[src/rtl/fight_round_ctrl.sv]
// fight_round_ctrl: match referee for the two-player fighting datapath.
// Collects one action per player, commits both with a single step pulse,
// runs the round timer, tallies round wins and declares the match winner.
// Optional build macro FIGHT_IDLE_TIMEOUT_EN: a player that stays silent for
// IDLE_LIMIT collect cycles is committed as "await" so the exchange proceeds.
module fight_round_ctrl #(
    parameter int ROUND_TICKS   = 60,
    parameter int TIMER_W       = 6,
    parameter int ROUNDS_TO_WIN = 2,
    parameter int MAX_ROUNDS    = 5,
    parameter int IDLE_LIMIT    = 15
) (
    input  logic               clk,
    input  logic               rst,
    input  logic               start,
    input  logic [2:0]         act1_in,
    input  logic               act1_vld,
    input  logic [2:0]         act2_in,
    input  logic               act2_vld,
    input  logic [1:0]         health1,
    input  logic [1:0]         health2,
    output logic               step,
    output logic [2:0]         action1,
    output logic [2:0]         action2,
    output logic               player_rst,
    output logic [TIMER_W-1:0] timer,
    output logic [1:0]         wins1,
    output logic [1:0]         wins2,
    output logic               round_over,
    output logic               match_over,
    output logic [1:0]         winner
);
    localparam logic [2:0] ACT_AWAIT = 3'b010;
    localparam int         RC_W      = $clog2(MAX_ROUNDS + 1);

    typedef enum logic [2:0] {
        S_IDLE, S_RESET_P, S_COLLECT, S_STEP, S_CHECK, S_ROUND_END, S_MATCH_END
    } state_t;

    state_t             state_q, state_d;
    logic               flag1_q, flag1_d, flag2_q, flag2_d;
    logic [2:0]         lat1_q, lat1_d, lat2_q, lat2_d;
    logic               step_q, step_d, player_rst_q, player_rst_d;
    logic               round_over_q, round_over_d, match_over_q, match_over_d;
    logic [2:0]         action1_q, action1_d, action2_q, action2_d;
    logic [TIMER_W-1:0] timer_q, timer_d;
    logic [1:0]         wins1_q, wins1_d, wins2_q, wins2_d, winner_q, winner_d;
    logic [RC_W-1:0]    round_cnt_q, round_cnt_d;

    // Combinational helpers for the collect phase and round scoring
    logic               flag1_new, flag2_new, commit_now, enter_reset;
    logic [2:0]         lat1_new, lat2_new;
    logic               p1_takes, p2_takes;

`ifdef FIGHT_IDLE_TIMEOUT_EN
    localparam int CNT_W = $clog2(IDLE_LIMIT + 1);
    logic [CNT_W-1:0] idle_cnt_q, idle_cnt_d;
`endif

    // Next-state and next-output computation for the referee FSM
    always_comb begin
        state_d      = state_q;
        flag1_d      = flag1_q;
        flag2_d      = flag2_q;
        lat1_d       = lat1_q;
        lat2_d       = lat2_q;
        step_d       = 1'b0;
        player_rst_d = 1'b0;
        round_over_d = 1'b0;
        match_over_d = match_over_q;
        action1_d    = action1_q;
        action2_d    = action2_q;
        timer_d      = timer_q;
        wins1_d      = wins1_q;
        wins2_d      = wins2_q;
        winner_d     = winner_q;
        round_cnt_d  = round_cnt_q;
        enter_reset  = 1'b0;
        p1_takes     = 1'b0;
        p2_takes     = 1'b0;
        // First valid action per player wins; later valids are ignored
        flag1_new    = flag1_q | act1_vld;
        flag2_new    = flag2_q | act2_vld;
        lat1_new     = (act1_vld && !flag1_q) ? act1_in : lat1_q;
        lat2_new     = (act2_vld && !flag2_q) ? act2_in : lat2_q;
        commit_now   = flag1_new && flag2_new;
`ifdef FIGHT_IDLE_TIMEOUT_EN
        idle_cnt_d   = idle_cnt_q;
`endif

        case (state_q)
            S_IDLE: begin
                if (start) begin
                    state_d     = S_RESET_P;
                    enter_reset = 1'b1;
                end
            end
            S_RESET_P: begin
                state_d = S_COLLECT;
`ifdef FIGHT_IDLE_TIMEOUT_EN
                idle_cnt_d = '0;
`endif
            end
            S_COLLECT: begin
`ifdef FIGHT_IDLE_TIMEOUT_EN
                idle_cnt_d = idle_cnt_q + CNT_W'(1);
                if (!commit_now && idle_cnt_q == CNT_W'(IDLE_LIMIT)) begin
                    // Silent player is committed as await
                    if (!flag1_new) lat1_new = ACT_AWAIT;
                    if (!flag2_new) lat2_new = ACT_AWAIT;
                    flag1_new  = 1'b1;
                    flag2_new  = 1'b1;
                    commit_now = 1'b1;
                end
`endif
                flag1_d = flag1_new;
                flag2_d = flag2_new;
                lat1_d  = lat1_new;
                lat2_d  = lat2_new;
                if (commit_now) begin
                    state_d   = S_STEP;
                    step_d    = 1'b1;
                    action1_d = lat1_new;
                    action2_d = lat2_new;
                    timer_d   = (timer_q == '0) ? '0 : timer_q - TIMER_W'(1);
                end
            end
            S_STEP: begin
                state_d = S_CHECK;
            end
            S_CHECK: begin
                // Health inputs have absorbed the step by now
                if (health1 == 2'd0 || health2 == 2'd0 || timer_q == '0) begin
                    state_d      = S_ROUND_END;
                    round_over_d = 1'b1;
                    round_cnt_d  = round_cnt_q + RC_W'(1);
                    if (health1 == 2'd0 && health2 == 2'd0) begin
                        p1_takes = 1'b0;
                    end else if (health1 == 2'd0) begin
                        p2_takes = 1'b1;
                    end else if (health2 == 2'd0) begin
                        p1_takes = 1'b1;
                    end else begin
                        p1_takes = health1 > health2;
                        p2_takes = health2 > health1;
                    end
                    if (p1_takes && wins1_q != 2'b11) wins1_d = wins1_q + 2'd1;
                    if (p2_takes && wins2_q != 2'b11) wins2_d = wins2_q + 2'd1;
                end else begin
                    state_d = S_COLLECT;
                    flag1_d = 1'b0;
                    flag2_d = 1'b0;
`ifdef FIGHT_IDLE_TIMEOUT_EN
                    idle_cnt_d = '0;
`endif
                end
            end
            S_ROUND_END: begin
                if (wins1_q == 2'(ROUNDS_TO_WIN) || wins2_q == 2'(ROUNDS_TO_WIN) ||
                    round_cnt_q == RC_W'(MAX_ROUNDS)) begin
                    state_d      = S_MATCH_END;
                    match_over_d = 1'b1;
                    winner_d     = (wins1_q > wins2_q) ? 2'b01 :
                                   (wins2_q > wins1_q) ? 2'b10 : 2'b11;
                end else begin
                    state_d     = S_RESET_P;
                    enter_reset = 1'b1;
                end
            end
            S_MATCH_END: begin
                if (start) begin
                    state_d      = S_RESET_P;
                    enter_reset  = 1'b1;
                    match_over_d = 1'b0;
                    winner_d     = 2'b00;
                    wins1_d      = 2'd0;
                    wins2_d      = 2'd0;
                    round_cnt_d  = '0;
                end
            end
            default: state_d = S_IDLE;
        endcase

        // Common entry actions for a fresh round
        if (enter_reset) begin
            player_rst_d = 1'b1;
            timer_d      = TIMER_W'(ROUND_TICKS);
            flag1_d      = 1'b0;
            flag2_d      = 1'b0;
        end
    end

    // State and registered outputs; reset drops any uncommitted action
    always_ff @(posedge clk) begin
        if (rst) begin
            state_q      <= S_IDLE;
            flag1_q      <= 1'b0;
            flag2_q      <= 1'b0;
            lat1_q       <= ACT_AWAIT;
            lat2_q       <= ACT_AWAIT;
            step_q       <= 1'b0;
            player_rst_q <= 1'b0;
            round_over_q <= 1'b0;
            match_over_q <= 1'b0;
            action1_q    <= ACT_AWAIT;
            action2_q    <= ACT_AWAIT;
            timer_q      <= '0;
            wins1_q      <= 2'd0;
            wins2_q      <= 2'd0;
            winner_q     <= 2'b00;
            round_cnt_q  <= '0;
`ifdef FIGHT_IDLE_TIMEOUT_EN
            idle_cnt_q   <= '0;
`endif
        end else begin
            state_q      <= state_d;
            flag1_q      <= flag1_d;
            flag2_q      <= flag2_d;
            lat1_q       <= lat1_d;
            lat2_q       <= lat2_d;
            step_q       <= step_d;
            player_rst_q <= player_rst_d;
            round_over_q <= round_over_d;
            match_over_q <= match_over_d;
            action1_q    <= action1_d;
            action2_q    <= action2_d;
            timer_q      <= timer_d;
            wins1_q      <= wins1_d;
            wins2_q      <= wins2_d;
            winner_q     <= winner_d;
            round_cnt_q  <= round_cnt_d;
`ifdef FIGHT_IDLE_TIMEOUT_EN
            idle_cnt_q   <= idle_cnt_d;
`endif
        end
    end

    assign step       = step_q;
    assign action1    = action1_q;
    assign action2    = action2_q;
    assign player_rst = player_rst_q;
    assign timer      = timer_q;
    assign wins1      = wins1_q;
    assign wins2      = wins2_q;
    assign round_over = round_over_q;
    assign match_over = match_over_q;
    assign winner     = winner_q;
endmodule

[config.mk]
export PLATFORM = sky130hd
export DESIGN_NAME = fight_round_ctrl
export DESIGN_NICKNAME = d
export VERILOG_FILES = /design/src/rtl/fight_round_ctrl.sv
export SDC_FILE = /design/constraint.sdc
export NUM_CORES = 1
export LEC_CHECK = 0
export ABC_AREA = 1
export BUFFER_PORTS_ARGS = -buffer_cell sky130_fd_sc_hd__buf_4
export CAP_MARGIN = 30
export CELL_PAD_IN_SITES_DETAIL_PLACEMENT = 1
export CELL_PAD_IN_SITES_GLOBAL_PLACEMENT = 2
export CORE_MARGIN = 3
export CORE_UTILIZATION = 32
export DETAILED_ROUTE_END_ITERATION = 6
export GPL_TIMING_DRIVEN = 0
export PLACE_DENSITY = 0.95
export SLEW_MARGIN = 15
export SYNTH_ARGS = -nofsm -noshare
export SYNTH_HDL_FRONTEND = slang
export SYNTH_SLANG_ARGS = --single-unit
[constraint.sdc]
create_clock -name clk -period 3.7 [get_ports clk]
set_clock_uncertainty 0.15 [all_clocks]
set_input_delay 0.185 -clock clk [delete_from_list [all_inputs] [get_ports clk]]
set_output_delay 0.185 -clock clk [all_outputs]
set_load 0.05 [all_outputs]
[Word level (Yosys, flattened, before mapping)]
Cells that the tools add are included.
Storage, ports and cells
  word-level logic and storage cells: 128
  flip-flop bits (word level): 36
Operators by class
  reductions and logical operators: 33
  equality and inequality tests: 19
  bitwise logic cells: 4
  add/sub/neg operators: 4
  $lt $le $gt $ge: 4
  multiplexer cells: 47
Operators by type and width (number)
  $mux W3: 8
  $mux W6: 4
  $mux W1: 19
  $ne A2 B2 Y1 const B: 9
  $pmux W3 S6: 1
  $mux W2: 7
  $eq A3 B3 Y1 const B: 4
  $pmux W2 S2: 3
  $reduce_bool A2 Y1: 5
  $gt A2 B2 Y1: 4
  $pmux W1 S2: 4
  $reduce_and A2 Y1: 4
  $reduce_and A4 Y1: 2
  $reduce_or A2 Y1: 4
  $eq A3 B2 Y1 const B: 2
  $logic_and A1 B1 Y1: 6
  $logic_not A6 Y1: 1
  $pmux W3 S2: 1
  $reduce_and A3 Y1: 2
  $sub A6 B1 Y6 const B: 1
  $add A2 B1 Y2 const B: 2
  $eq A2 B2 Y1 const B: 2
  $logic_not A2 Y1: 2
  $logic_or A1 B1 Y1: 4
  7 further kinds: 10

[Longest topological paths before layout]
Gate-level depths: netlist (run 1).
  depth after elaboration: 10
  mapped depth: 13
  depth with buffers taken out: 13

[Worst setup path after synthesis (run 1)]
Ideal clock, no wire load.
  path kind: register to register
  from: register wins2_q[0], in the netlist wins2[0]
  to: register winner_q[1], in the netlist winner[1]
  required time: 3479 ps
  clock period less this slack: 1901 ps
  slack: 1799 ps
  stages on the path, launching flop included: 10
  data arrival time: 1681 ps
  buffers on the path: 0
  path through: dfxtp_1 > inv_1 > ha_1 > inv_1 > nand3_1 > nand2_1 > inv_1 > o21ai_1 > nand2_1 > a21oi_1
On the way
  longest elaborated chain between the ends: 5
Ends and longest elaborated chain
  start: declaration: RTL line 47  | logic [1:0] wins1_q, wins1_d, wins2_q, wins2_d, winner_q, winner_d;
  start signal: assignment: RTL line 229  | wins2_q <= wins2_d;
  parallel branches: the longest is 5 deep, another holds $gt A2 B2 Y1
  end signal: assignment: RTL line 230  | winner_q <= winner_d;
  end: declaration: RTL line 47
Several ways; the timed one is not identified. The select of a mux whose other input is x is not followed.
A chain may end at the register's enable or synchronous reset.

[Worst setup path in the final report (run 1)]
  from: register wins2_q[0], in the netlist wins2[0]
  to: register match_over_q, in the netlist match_over
On the way
  longest elaborated chain between the ends: 5
Ends and longest elaborated chain
  $eq A2 B2 Y1: RTL line 159  | if (wins1_q == 2'(ROUNDS_TO_WIN) || wins2_q == 2'(ROUNDS_TO_WIN) ||
  $logic_or A1 B1 Y1 (2 in series): RTL line 159
  $ne A2 B2 Y1 (no line)
  $reduce_and A3 Y1 (no line)
  end signal: assignment: RTL line 224  | match_over_q <= match_over_d;
  end: declaration: RTL line 44  | logic round_over_q, round_over_d, match_over_q, match_over_d;
Every way passes these cells.

==> impl_metrics.env, run 1 <==
export IMPL_root_buffer="clkbuf_8"
export IMPL_timing_final_crit_period_ns=1.789
export IMPL_setup_tns_ns=0
export IMPL_worstHoldStart="act2_in[1]"
export IMPL_top_layer="met4"
export IMPL_swShare_pct=36.10
export IMPL_die_h_um=82.46
export IMPL_grt_start_max_net_pins=12
export IMPL_die_area_um2=6799
export IMPL_hpwl_um=3595
export IMPL_route_met3_wl_um=201
export IMPL_diodes=0
export IMPL_via_count=1804
export IMPL_cts_buffer_depth=2
export IMPL_yosysSeqAreaShare_pct=38.53
export IMPL_hold_violations=0
export IMPL_ys_seq_elements=36
export IMPL_wl_met1_um=2142
export IMPL_worstRegToRegCells=9
export IMPL_multiInputGateArea_um2=947.2
export IMPL_syn_nets=301
export IMPL_grt_overflow_total=0
export IMPL_drc_errors=0
export IMPL_drive_above_1_share_pct=17.55
export IMPL_finalCritPeriodShare_pct=48.35
export IMPL_gr_usage_all_layers_pct=15.05
export IMPL_max_cap_violations=0
export IMPL_whs_path_depth=3
export IMPL_avgRoutedWirePerCell_um=11.90
export IMPL_ant_nets=0
export IMPL_rsz0062_at_grt="no"
export IMPL_reg2reg_from="wins2[0]$_SDFFE_PP0P_"
export IMPL_first_pass_iters=4
export IMPL_numCtsBuffers=5
export IMPL_drv_slew=0
export IMPL_fmax_mhz=559.0
export IMPL_fillCellCount=730
export IMPL_start_util_pct=33.56
export IMPL_p_sw_uw=388.7
export IMPL_end_kind="flop"
export IMPL_p_comb_share_pct=29.9
export IMPL_clock_sinks=36
export IMPL_worst_pin_slew_ns=0.5815
export IMPL_netlist_instances=274
export IMPL_status="finished clean"
export IMPL_fin_nets=345
export IMPL_syn_area_per_cell_um2=6.827
export IMPL_area_growth_pct=24.82
export IMPL_final_cells=391
export IMPL_syn_cell_area_um2=1871
export IMPL_regArea_um2=720.7
export IMPL_worstHoldEndpoint="lat2_q[1]$_SDFFE_PP1P_"
export IMPL_place_port_buffers=36
export IMPL_cts_setup_buffers=0
export IMPL_clkTransAtPathRegs_ns=0.08
export IMPL_met2_length_um=2239
export IMPL_dp_cells=382
export IMPL_ctsResizeCount=0
export IMPL_critPathLaunchType="flop"
export IMPL_ir_drop_mv=0.2140
export IMPL_power_leakage_uw=0.001144
export IMPL_design_portCount=37
export IMPL_cp_data_required_time_ns=3.77
export IMPL_viasPerCell=4.614
export IMPL_core_area_um2=5574
export IMPL_power_frac_seq_pct=42.7
export IMPL_arrival_ns=1.86
export IMPL_place_congestion=0.7834
export IMPL_clkPwrFrac_pct=27.4
export IMPL_rr_endpoint="match_over$_SDFFE_PP0P_"
export IMPL_grt_antenna_before_repair=0
export IMPL_cts_tree="built"
export IMPL_grt_pass1_wl_um=7866
export IMPL_yosys_warnings=0
export IMPL_htree_levels=2
export IMPL_drtIter0Drc=58
export IMPL_holdBufCountCts=1
export IMPL_die_x_um=82.46
export IMPL_yosysUniqueCellTypes=24
export IMPL_grt_pass1_vias=1731
export IMPL_reg2reg_slack_ns=1.91
export IMPL_crit_path_max_fanout=4
export IMPL_clock_latency_ns=0.29
export IMPL_finalSetupViolations=0
export IMPL_slew_headroom_pct=61.23
export IMPL_hold_class="in -> reg"
export IMPL_totalWireLength_um=4653
export IMPL_crit_type="reg -> reg"
export IMPL_power_density_nw_per_um2=461.2
export IMPL_rows=27
export IMPL_intPower_uw=688.0
[worst max path at each step]
stage	startpoint	endpoint	depth (start not counted)
6_report	wins2[0]$_SDFFE_PP0P_	match_over$_SDFFE_PP0P_	9
3_3_place_gp	wins1[0]$_SDFFE_PP0P_	winner[0]$_SDFFE_PP0P_	9
5_1_grt	wins2[0]$_SDFFE_PP0P_	match_over$_SDFFE_PP0P_	9
3_5_place_dp	wins2[0]$_SDFFE_PP0P_	winner[0]$_SDFFE_PP0P_	9
4_1_cts	wins2[0]$_SDFFE_PP0P_	winner[0]$_SDFFE_PP0P_	9
2_1_floorplan	wins2[0]$_SDFFE_PP0P_	winner[1]$_SDFFE_PP0P_	9
[worst max-delay path, stage by stage, from the launching register on]
cell and delay [ns]:
dfxtp_1 0.37, inv_1 0.11, ha_1 0.21, inv_1 0.05
nand3_1 0.13, nand2_1 0.18, inv_1 0.09, o21ai_1 0.22
nand2_1 0.08, a21oi_1 0.12
[power groups by stage]
stage | combinational [uW] | clock (uW) | sequential (uW)
finish | 322 | 295 | 460
global route | 366 | 319 | 466
CTS | 326 | 302 | 460
detailed placement | 322 | 0 | 469
global placement | 316 | 0 | 468
floorplan | 170 | 0 | 528
[layout by cell type, fill, tap and decap left out, types with 2 or more instances in the layout]
cell and n:
nand2_1 60, inv_1 46, dfxtp_1 36, buf_4 36, nor2_1 33, a21oi_1 31, o21ai_0 14, ha_1 12
nand3_1 8, clkbuf_8 6, nor3_1 4, clkbuf_1 4, a211oi_1 4, nor2_2 3, buf_2 3, xor2_1 3
nand2_2 3, o21ai_1 2, or2_2 2
[cell type report]
class	count	share of cell area, %
Tap cell	72	3.859
Multi-Input combinational cell	185	40.57
Sequential cell	36	30.87
Clock buffer	7	3.698
Buffer	6	1.125
Timing Repair Buffer	37	12.00
Inverter	47	7.556
Clock inverter	1	0.3215
[kinds of logic after synthesis]
group | after synthesis | synth area share (%)
and+or+nand+nor | 117 | 26.15
AOI/OAI and AO/OA | 53 | 15.05
buffers and inverters | 53 | 10.84
DFF | 36 | 38.53
adders and majority gates | 12 | 8.027
xor gates and xnor gates | 3 | 1.405
[flip-flops by register name, summed over array words and instances, names as in the netlist, 2 cells and up]
| register | count |
|---|---|
| action2 | 3 |
| lat2_q | 3 |
| state_q | 3 |
| lat1_q | 3 |
| wins1 | 2 |
| winner | 2 |
| round_cnt_q | 3 |
| action1 | 3 |
| timer | 6 |
| wins2 | 2 |
[layer usage]
| metal | global-route usage, % | up-vias |
|---|---|---|
| li1 | - | 947 |
| met1 | 17.90 | 819 |
| met2 | 26.44 | 30 |
| met3 | 3.688 | 8 |
| met4 | 4.651 | 0 |
| met5 | 0 | - |
[stage by stage]
step	hold WS, ns	power [uW]	setup WS, ns	utilization [%]	area (um^2)
after floorplan	0.1347	698.1	1.799	-	1871
after global placement	0.2647	783.9	1.965	40.02	2231
after detailed placement	0.2854	791.3	1.903	40.02	2231
after CTS	0.08187	1089	1.886	41.89	2335
after global routing	0.1013	1151	1.703	41.89	2335
final	0.08114	1077	1.911	41.89	2335
[cell usage after synthesis (all sizes together)]
cell type	n	area share, %
a211oi	4	1.6
dfxtp	36	39
nand4	1	0.33
xor2	3	1.4
inv	47	9.4
o21bai	1	0.40
nor3	4	1.1
clkbuf	3	0.60
nand2	63	13
and3	1	0.33
nor2	36	7.6
or2	2	0.67
ha	12	8.0
nand3b	1	0.40
o2111ai	1	0.47
buf	3	0.80
a21oi	31	8.3
o21ai	16	4.3
nand3	9	2.7
No activity file was read; power rests on OpenSTA's default activity.
==> run 2: changes to the inputs <==
--- a/config.mk
+++ b/config.mk
@@ -5,16 +5,16 @@
 export SDC_FILE = /design/constraint.sdc
 export NUM_CORES = 1
 export LEC_CHECK = 0
-export ABC_AREA = 1
+export ABC_AREA = 0
 export BUFFER_PORTS_ARGS = -buffer_cell sky130_fd_sc_hd__buf_4
 export CAP_MARGIN = 30
 export CELL_PAD_IN_SITES_DETAIL_PLACEMENT = 1
 export CELL_PAD_IN_SITES_GLOBAL_PLACEMENT = 2
 export CORE_MARGIN = 3
-export CORE_UTILIZATION = 32
+export CORE_UTILIZATION = 29
 export DETAILED_ROUTE_END_ITERATION = 6
 export GPL_TIMING_DRIVEN = 0
-export PLACE_DENSITY = 0.95
+export PLACE_DENSITY = 0.85
 export SLEW_MARGIN = 15
 export SYNTH_ARGS = -nofsm -noshare
 export SYNTH_HDL_FRONTEND = slang
==> constraint.sdc (replaced) <==
create_clock -name clk -period 1.45 [get_ports clk]
set_clock_uncertainty 0.15 [all_clocks]
set_input_delay 0.0725 -clock clk [delete_from_list [all_inputs] [get_ports clk]]
set_output_delay 0.0725 -clock clk [all_outputs]
set_load 0.05 [all_outputs]
==> run 2 against run 1 <==
Compared with the run above: the flow now finishes with violations (setup timing); clock-buffer cell count stayed put; final area is 24% higher; first-iteration DRC count is 16% lower; critical path depth stayed put; critical path type unchanged; highest routed layer unchanged.
==> impl_metrics.env, run 2 <==
export IMPL_status="complete, but fails checks"
export IMPL_violations="setup timing"
export IMPL_hold_violations=0
export IMPL_design_portCount=37
export IMPL_syn_area_per_cell_um2=8.598
export IMPL_arrival_ns=1.84
export IMPL_finalCritPeriodShare_pct=126.6
export IMPL_start_util_pct=30.26
export IMPL_yosysUniqueCellTypes=47
export IMPL_totalWireLength_um=5996
export IMPL_first_pass_iters=4
export IMPL_syn_nets=253
export IMPL_yosysTopAreaCell="dfxtp_1"
export IMPL_clock_sinks=36
export IMPL_p_comb_share_pct=41.9
export IMPL_die_area_um2=7719
export IMPL_grt_antenna_before_repair=0
export IMPL_synth_common_cells="dfxtp_1, nor2_1, a21oi_1"
export IMPL_clkTransAtPathRegs_ns=0.08
export IMPL_fillCellCount=738
export IMPL_clock_latency_ns=0.29
export IMPL_finalSetupViolations=33
export IMPL_syn_cell_area_um2=1943
export IMPL_hold_ws_ns=0.008188
export IMPL_synthMostInstantiatedCell="dfxtp_1"
export IMPL_hold_class="in -> reg"
export IMPL_core_area_um2=6422
export IMPL_drc_errors=0
export IMPL_numCtsBuffers=5
export IMPL_clkPwrFrac_pct=23.2
export IMPL_yosysSeqAreaShare_pct=37.09
export IMPL_viasPerCell=5.077
export IMPL_diodes=0
export IMPL_async_flop_share_pct=0
export IMPL_grt_pass1_vias=1901
export IMPL_place_port_buffers=35
export IMPL_ys_seq_elements=36
export IMPL_synth_top_cell_area_share_pct=37.09
export IMPL_power_leakage_uw=0.001195
export IMPL_netlist_instances=226
export IMPL_synth_area_leaders="dfxtp_1, ha_1, nor2_1"
export IMPL_avgRoutedWirePerCell_um=15.90
export IMPL_ant_nets=0
export IMPL_yosys_warnings=0
export IMPL_fmax_mhz=544.6
export IMPL_synth_ff_type="dfxtp_1"
export IMPL_end_kind="flop"
export IMPL_hpwl_um=3907
export IMPL_swShare_pct=38.21
export IMPL_cts_buffer_depth=2
export IMPL_grt_start_max_net_pins=12
export IMPL_p_sw_uw=1363
export IMPL_crit_type="reg -> reg"
export IMPL_htree_levels=2
export IMPL_cp_data_required_time_ns=1.46
export IMPL_multiInputGateArea_um2=1284
export IMPL_die_x_um=87.86
export IMPL_power_density_nw_per_um2=1232
export IMPL_synth_edff_count=0
export IMPL_via_count=1914
export IMPL_cts_tree="built"
export IMPL_pre_cts_slack_ns=-0.4831
export IMPL_intPower_uw=2204
export IMPL_regArea_um2=753.2
export IMPL_worst_pin_slew_ns=0.6974
export IMPL_grt_pass1_wl_um=9239
export IMPL_place_congestion=0.7594
export IMPL_final_common_cell="buf_4"
export IMPL_slew_headroom_pct=53.51
export IMPL_rsz0062_at_grt="yes"
export IMPL_setup_ws_ns=-0.3861
export IMPL_gr_usage_all_layers_pct=15.50
export IMPL_drive_above_1_share_pct=41.67
export IMPL_root_buffer="clkbuf_8"
export IMPL_grt_overflow_total=0
export IMPL_timing_final_crit_period_ns=1.836
export IMPL_largest_reg_flops=6
export IMPL_mostFrequentLayoutCells="buf_4, nor2_1, dfxtp_1"
export IMPL_power_frac_seq_pct=34.9
export IMPL_crit_path_max_fanout=5
export IMPL_die_h_um=87.86
export IMPL_ir_drop_mv=0.5724
export IMPL_drtIter0Drc=49
export IMPL_rows=29
export IMPL_critPathLaunchType="flop"
export IMPL_drv_slew=0
export IMPL_area_growth_pct=49.07
export IMPL_max_cap_violations=0
export IMPL_fin_nets=326
[run 2: per-stage QoR]
stage          instances  total power, uW  area [um^2]  util (%)  TNS (ns)
6_report             377             3567         2897     45.10    -7.287
5_1_grt              377             3761         2897     45.10    -10.17
4_1_cts              370             3476         2793     43.48    -5.314
3_5_place_dp         338             2404         2330     36.28    -7.883
3_3_place_gp         338             2379         2330     36.28    -7.359
2_1_floorplan        226             2080         1971         -    -6.503
[run 2: path summary, 6_finish.rpt]
| path | start | to | slack (ns) | cells after the start |
|---|---|---|---|---|
| worst max register to register | timer[1]$_SDFFE_PP0P_ | round_cnt_q[0]$_SDFFE_PP0P_ | -0.39 | 9 |
| worst min-delay path | start | match_over$_SDFFE_PP0P_ | 0.008 | 4 |
| worst min register to register | lat1_q[2]$_SDFFE_PP0P_ | lat1_q[2]$_SDFFE_PP0P_ | 0.31 | 2 |
| worst max-delay path | timer[1]$_SDFFE_PP0P_ | round_cnt_q[0]$_SDFFE_PP0P_ | -0.39 | 9 |
[run 2: cell type report]
cell class              count  share of cell area (%)
plain buffers              13                   3.283
clock buffers               7                   3.369
clock inverters             1                  0.1728
inverters                  10                   1.469
multi-input cells         167                   44.32
flip-flops and latches     36                   26.00
well taps                  77                   3.326
repair buffers             66                   18.06
[run 2: repair_timing]
| action | CTS | global route |
|---|---|---|
| buffers inserted | 16 | 7 |
| pin swaps | 12 | 11 |
| setup endpoints to repair | 35 | 35 |
| endpoints found under the hold margin | 13 | 0 |
| hold buffers | 8 | 0 |
| resized for setup | 42 | 17 |
[run 2: per-layer routing]
metal / GRT usage (%) / wire (um)
met1: 18.11 / 2713
met2: 27.81 / 3043
met3: 3.293 / 156
met4: 5.439 / 82
met5: 0 / 0
[run 2: cells by family after synthesis]
| family | count (synthesis) | share of synthesized area [%] |
|---|---|---|
| AOI/OAI and AO/OA | 55 | 21.06 |
| buffers and inverters | 23 | 5.022 |
| muxes | 11 | 5.667 |
| adders and majority gates | 12 | 7.727 |
| xor gates and xnor gates | 1 | 0.4508 |
| DFF | 36 | 37.09 |
| and+or+nand+nor | 88 | 22.99 |
[run 2: critical path, stage by stage (launching register included)]
cell     delay, ns
dfxtp_4       0.37
inv_4         0.04
ha_4          0.15
and3b_4       0.20
buf_8         0.13
buf_6         0.11
o21a_1        0.20
buf_4         0.13
mux2i_1       0.16
nor2_1        0.07
[run 2: power groups by stage]
stage               registers (uW)  logic [uW]  clock network [uW]
finish                        1250        1490                 826
global route                  1270        1610                 880
CTS                           1250        1380                 850
detailed placement            1260        1140                   0
global placement              1260        1120                   0
floorplan                     1480         600                   0
==> run 3: changes to the inputs <==
--- a/config.mk
+++ b/config.mk
@@ -12,6 +12,8 @@
 export CELL_PAD_IN_SITES_GLOBAL_PLACEMENT = 2
 export CORE_MARGIN = 3
 export CORE_UTILIZATION = 29
+export CTS_BUF_LIST = sky130_fd_sc_hd__clkbuf_8 sky130_fd_sc_hd__clkbuf_16
+export CTS_CLUSTER_SIZE = 16
 export DETAILED_ROUTE_END_ITERATION = 6
 export GPL_TIMING_DRIVEN = 0
 export PLACE_DENSITY = 0.85
==> run 3 against run 2 <==
Compared with the run above: sequential share of layout area stayed put; maximum frequency about the same; hold slack stayed put; cell count is the same; final area is the same; clock power shrank 0.7%; flip-flop and latch count stayed put; the run still ends with setup timing left; utilization did not move; critical endpoint unchanged; non-clock buffer count stayed put.
==> impl_metrics.env, run 3 (same netlist as run 2, synthesis figures left out) <==
export IMPL_status="complete, but fails checks"
export IMPL_violations="setup timing"
export IMPL_arrival_ns=1.84
export IMPL_drtIter0Drc=50
export IMPL_drv_slew=0
export IMPL_worst_path_buf_inv=4
export IMPL_finalCritPeriodShare_pct=126.7
export IMPL_rows=29
export IMPL_die_x_um=87.86
export IMPL_core_area_um2=6422
export IMPL_critPathLaunchType="flop"
export IMPL_cp_data_required_time_ns=1.46
export IMPL_worstHoldEndpoint="match_over$_SDFFE_PP0P_"
export IMPL_numCtsBuffers=5
export IMPL_dp_cells=338
export IMPL_clock_latency_ns=0.29
export IMPL_setup_ws_ns=-0.3867
export IMPL_cp_top_family="buffers and inverters"
export IMPL_cts_buffer_depth=2
export IMPL_power_leakage_uw=0.001199
export IMPL_gr_usage_all_layers_pct=15.50
export IMPL_intPower_uw=2197
export IMPL_root_buffer="clkbuf_8"
export IMPL_fillCellCount=738
export IMPL_max_stage_delay_ns=0.37
export IMPL_design_portCount=37
export IMPL_hpwl_um=3907
export IMPL_multiInputGateArea_um2=1284
export IMPL_end_kind="flop"
export IMPL_ir_drop_mv=0.5725
export IMPL_via_count=1914
export IMPL_die_area_um2=7719
export IMPL_worst_pin_slew_ns=0.6974
export IMPL_place_port_buffers=35
export IMPL_clkPwrFrac_pct=23.0
export IMPL_reg2reg_from="timer[1]$_SDFFE_PP0P_"
export IMPL_start_util_pct=30.26
export IMPL_regArea_um2=753.2
export IMPL_grt_start_max_net_pins=12
export IMPL_crit_type="reg -> reg"
export IMPL_htree_levels=2
export IMPL_first_pass_iters=4
export IMPL_largest_reg_flops=6
export IMPL_clkTransAtPathRegs_ns=0.08
export IMPL_rr_endpoint="round_cnt_q[0]$_SDFFE_PP0P_"
export IMPL_path_cells="inv_4 -> ha_4 -> and3b_4 -> buf_8 -> buf_6 -> o21a_1 -> buf_4 -> mux2i_1 -> nor2_1"
export IMPL_drive_above_1_share_pct=41.67
export IMPL_final_cells=377
export IMPL_fin_nets=326
export IMPL_totalWireLength_um=5998
export IMPL_die_h_um=87.86
export IMPL_diodes=0
export IMPL_slew_headroom_pct=53.51
export IMPL_power_frac_seq_pct=35.0
export IMPL_rsz0062_at_grt="yes"
export IMPL_finalSetupViolations=33
export IMPL_area_growth_pct=49.07
export IMPL_max_cap_violations=0
export IMPL_hold_class="in -> reg"
export IMPL_drc_errors=0
export IMPL_worstHoldStart="start"
export IMPL_timing_final_crit_period_ns=1.837
export IMPL_whs_path_depth=4
export IMPL_p_sw_uw=1364
export IMPL_ant_nets=0
export IMPL_clock_sinks=36
export IMPL_power_density_nw_per_um2=1229
export IMPL_worstRegToRegCells=9
export IMPL_viasPerCell=5.077
export IMPL_cts_tree="built"
export IMPL_grt_overflow_total=0
export IMPL_fmax_mhz=544.5
export IMPL_p_comb_share_pct=42.0
export IMPL_mostFrequentLayoutCells="buf_4, nor2_1, dfxtp_1"
export IMPL_hold_violations=0
export IMPL_swShare_pct=38.30
export IMPL_avgRoutedWirePerCell_um=15.91
export IMPL_place_congestion=0.7594
export IMPL_grt_antenna_before_repair=0
export IMPL_setup_tns_ns=-7.289
export IMPL_final_common_cell="buf_4"
export IMPL_reg2reg_slack_ns=-0.39
export IMPL_crit_path_max_fanout=5
export IMPL_grt_pass1_vias=1901
export IMPL_slowest_stage="dfxtp_4"
export IMPL_grt_pass1_wl_um=9239
run 3: per-layer routing:
metal | vias to the layer above | GRT usage [%] | routed length, um
li1 | 951 | - | -
met1 | 931 | 18.11 | 2715
met2 | 25 | 27.81 | 3043
met3 | 7 | 3.293 | 156
met4 | 0 | 5.439 | 82
met5 | - | 0 | 0
run 3: timing repair:
item | 4_1_cts | 5_1_grt
buffers inserted | 16 | 7
endpoints found under the setup margin | 35 | 35
gates resized for setup | 42 | 17
hold endpoints to repair | 13 | 0
hold buffers | 8 | 0
pin swaps | 12 | 11
run 3: power groups by stage:
stage               Sequential [uW]  Combinational [uW]  Clock, uW
floorplan                      1480                 600          0
global placement               1260                1120          0
detailed placement             1260                1140          0
CTS                            1250                1380        844
global route                   1270                1610        873
finish                         1250                1490        820
run 3: worst reg2reg max path, cell delays in order (launching register included):
cell	delay (ns)
dfxtp_4	0.37
inv_4	0.04
ha_4	0.15
and3b_4	0.20
buf_8	0.13
buf_6	0.11
o21a_1	0.20
buf_4	0.13
mux2i_1	0.16
nor2_1	0.07
run 3: final cells by class:
cell class / instances / area share, %
clock buffer: 6 / 3.240
tap: 77 / 3.326
clock inverter: 2 / 0.3024
sequential: 36 / 26.00
inverter: 10 / 1.469
buffer: 13 / 3.283
timing repair buffer: 66 / 18.06
multi-input combinational: 167 / 44.32
run 3: worst max path at each step:
| stage | to | start | slack (ns) | cells past startpoint |
|---|---|---|---|---|
| finish | round_cnt_q[0]$_SDFFE_PP0P_ | timer[1]$_SDFFE_PP0P_ | -0.39 | 9 |
| global placement | state_q[2]$_SDFFE_PP0P_ | state_q[2]$_SDFFE_PP0P_ | -0.47 | 4 |
| global route | round_cnt_q[0]$_SDFFE_PP0P_ | timer[1]$_SDFFE_PP0P_ | -0.46 | 9 |
| detailed placement | flag2_q$_SDFFE_PP0P_ | wins2[0]$_SDFFE_PP0P_ | -0.48 | 7 |
| floorplan | wins2[0]$_SDFFE_PP0P_ | timer[1]$_SDFFE_PP0P_ | -0.42 | 7 |
| CTS | wins1[1]$_SDFFE_PP0P_ | timer[4]$_SDFFE_PP0P_ | -0.36 | 5 |
run 3: metrics by stage:
| step | util (%) | worst slack [ns] | hold WS [ns] | power, uW | area [um^2] |
|---|---|---|---|---|---|
| 6_report | 45.10 | -0.3867 | 0.008188 | 3561 | 2897 |
| 5_1_grt | 45.10 | -0.4625 | 0.04127 | 3754 | 2897 |
| 4_1_cts | 43.48 | -0.3566 | 0.01014 | 3470 | 2793 |
| 3_5_place_dp | 36.28 | -0.4831 | 0.2052 | 2404 | 2330 |
| 3_3_place_gp | 36.28 | -0.4717 | 0.1985 | 2379 | 2330 |
| 2_1_floorplan | - | -0.4243 | 0.06999 | 2080 | 1971 |
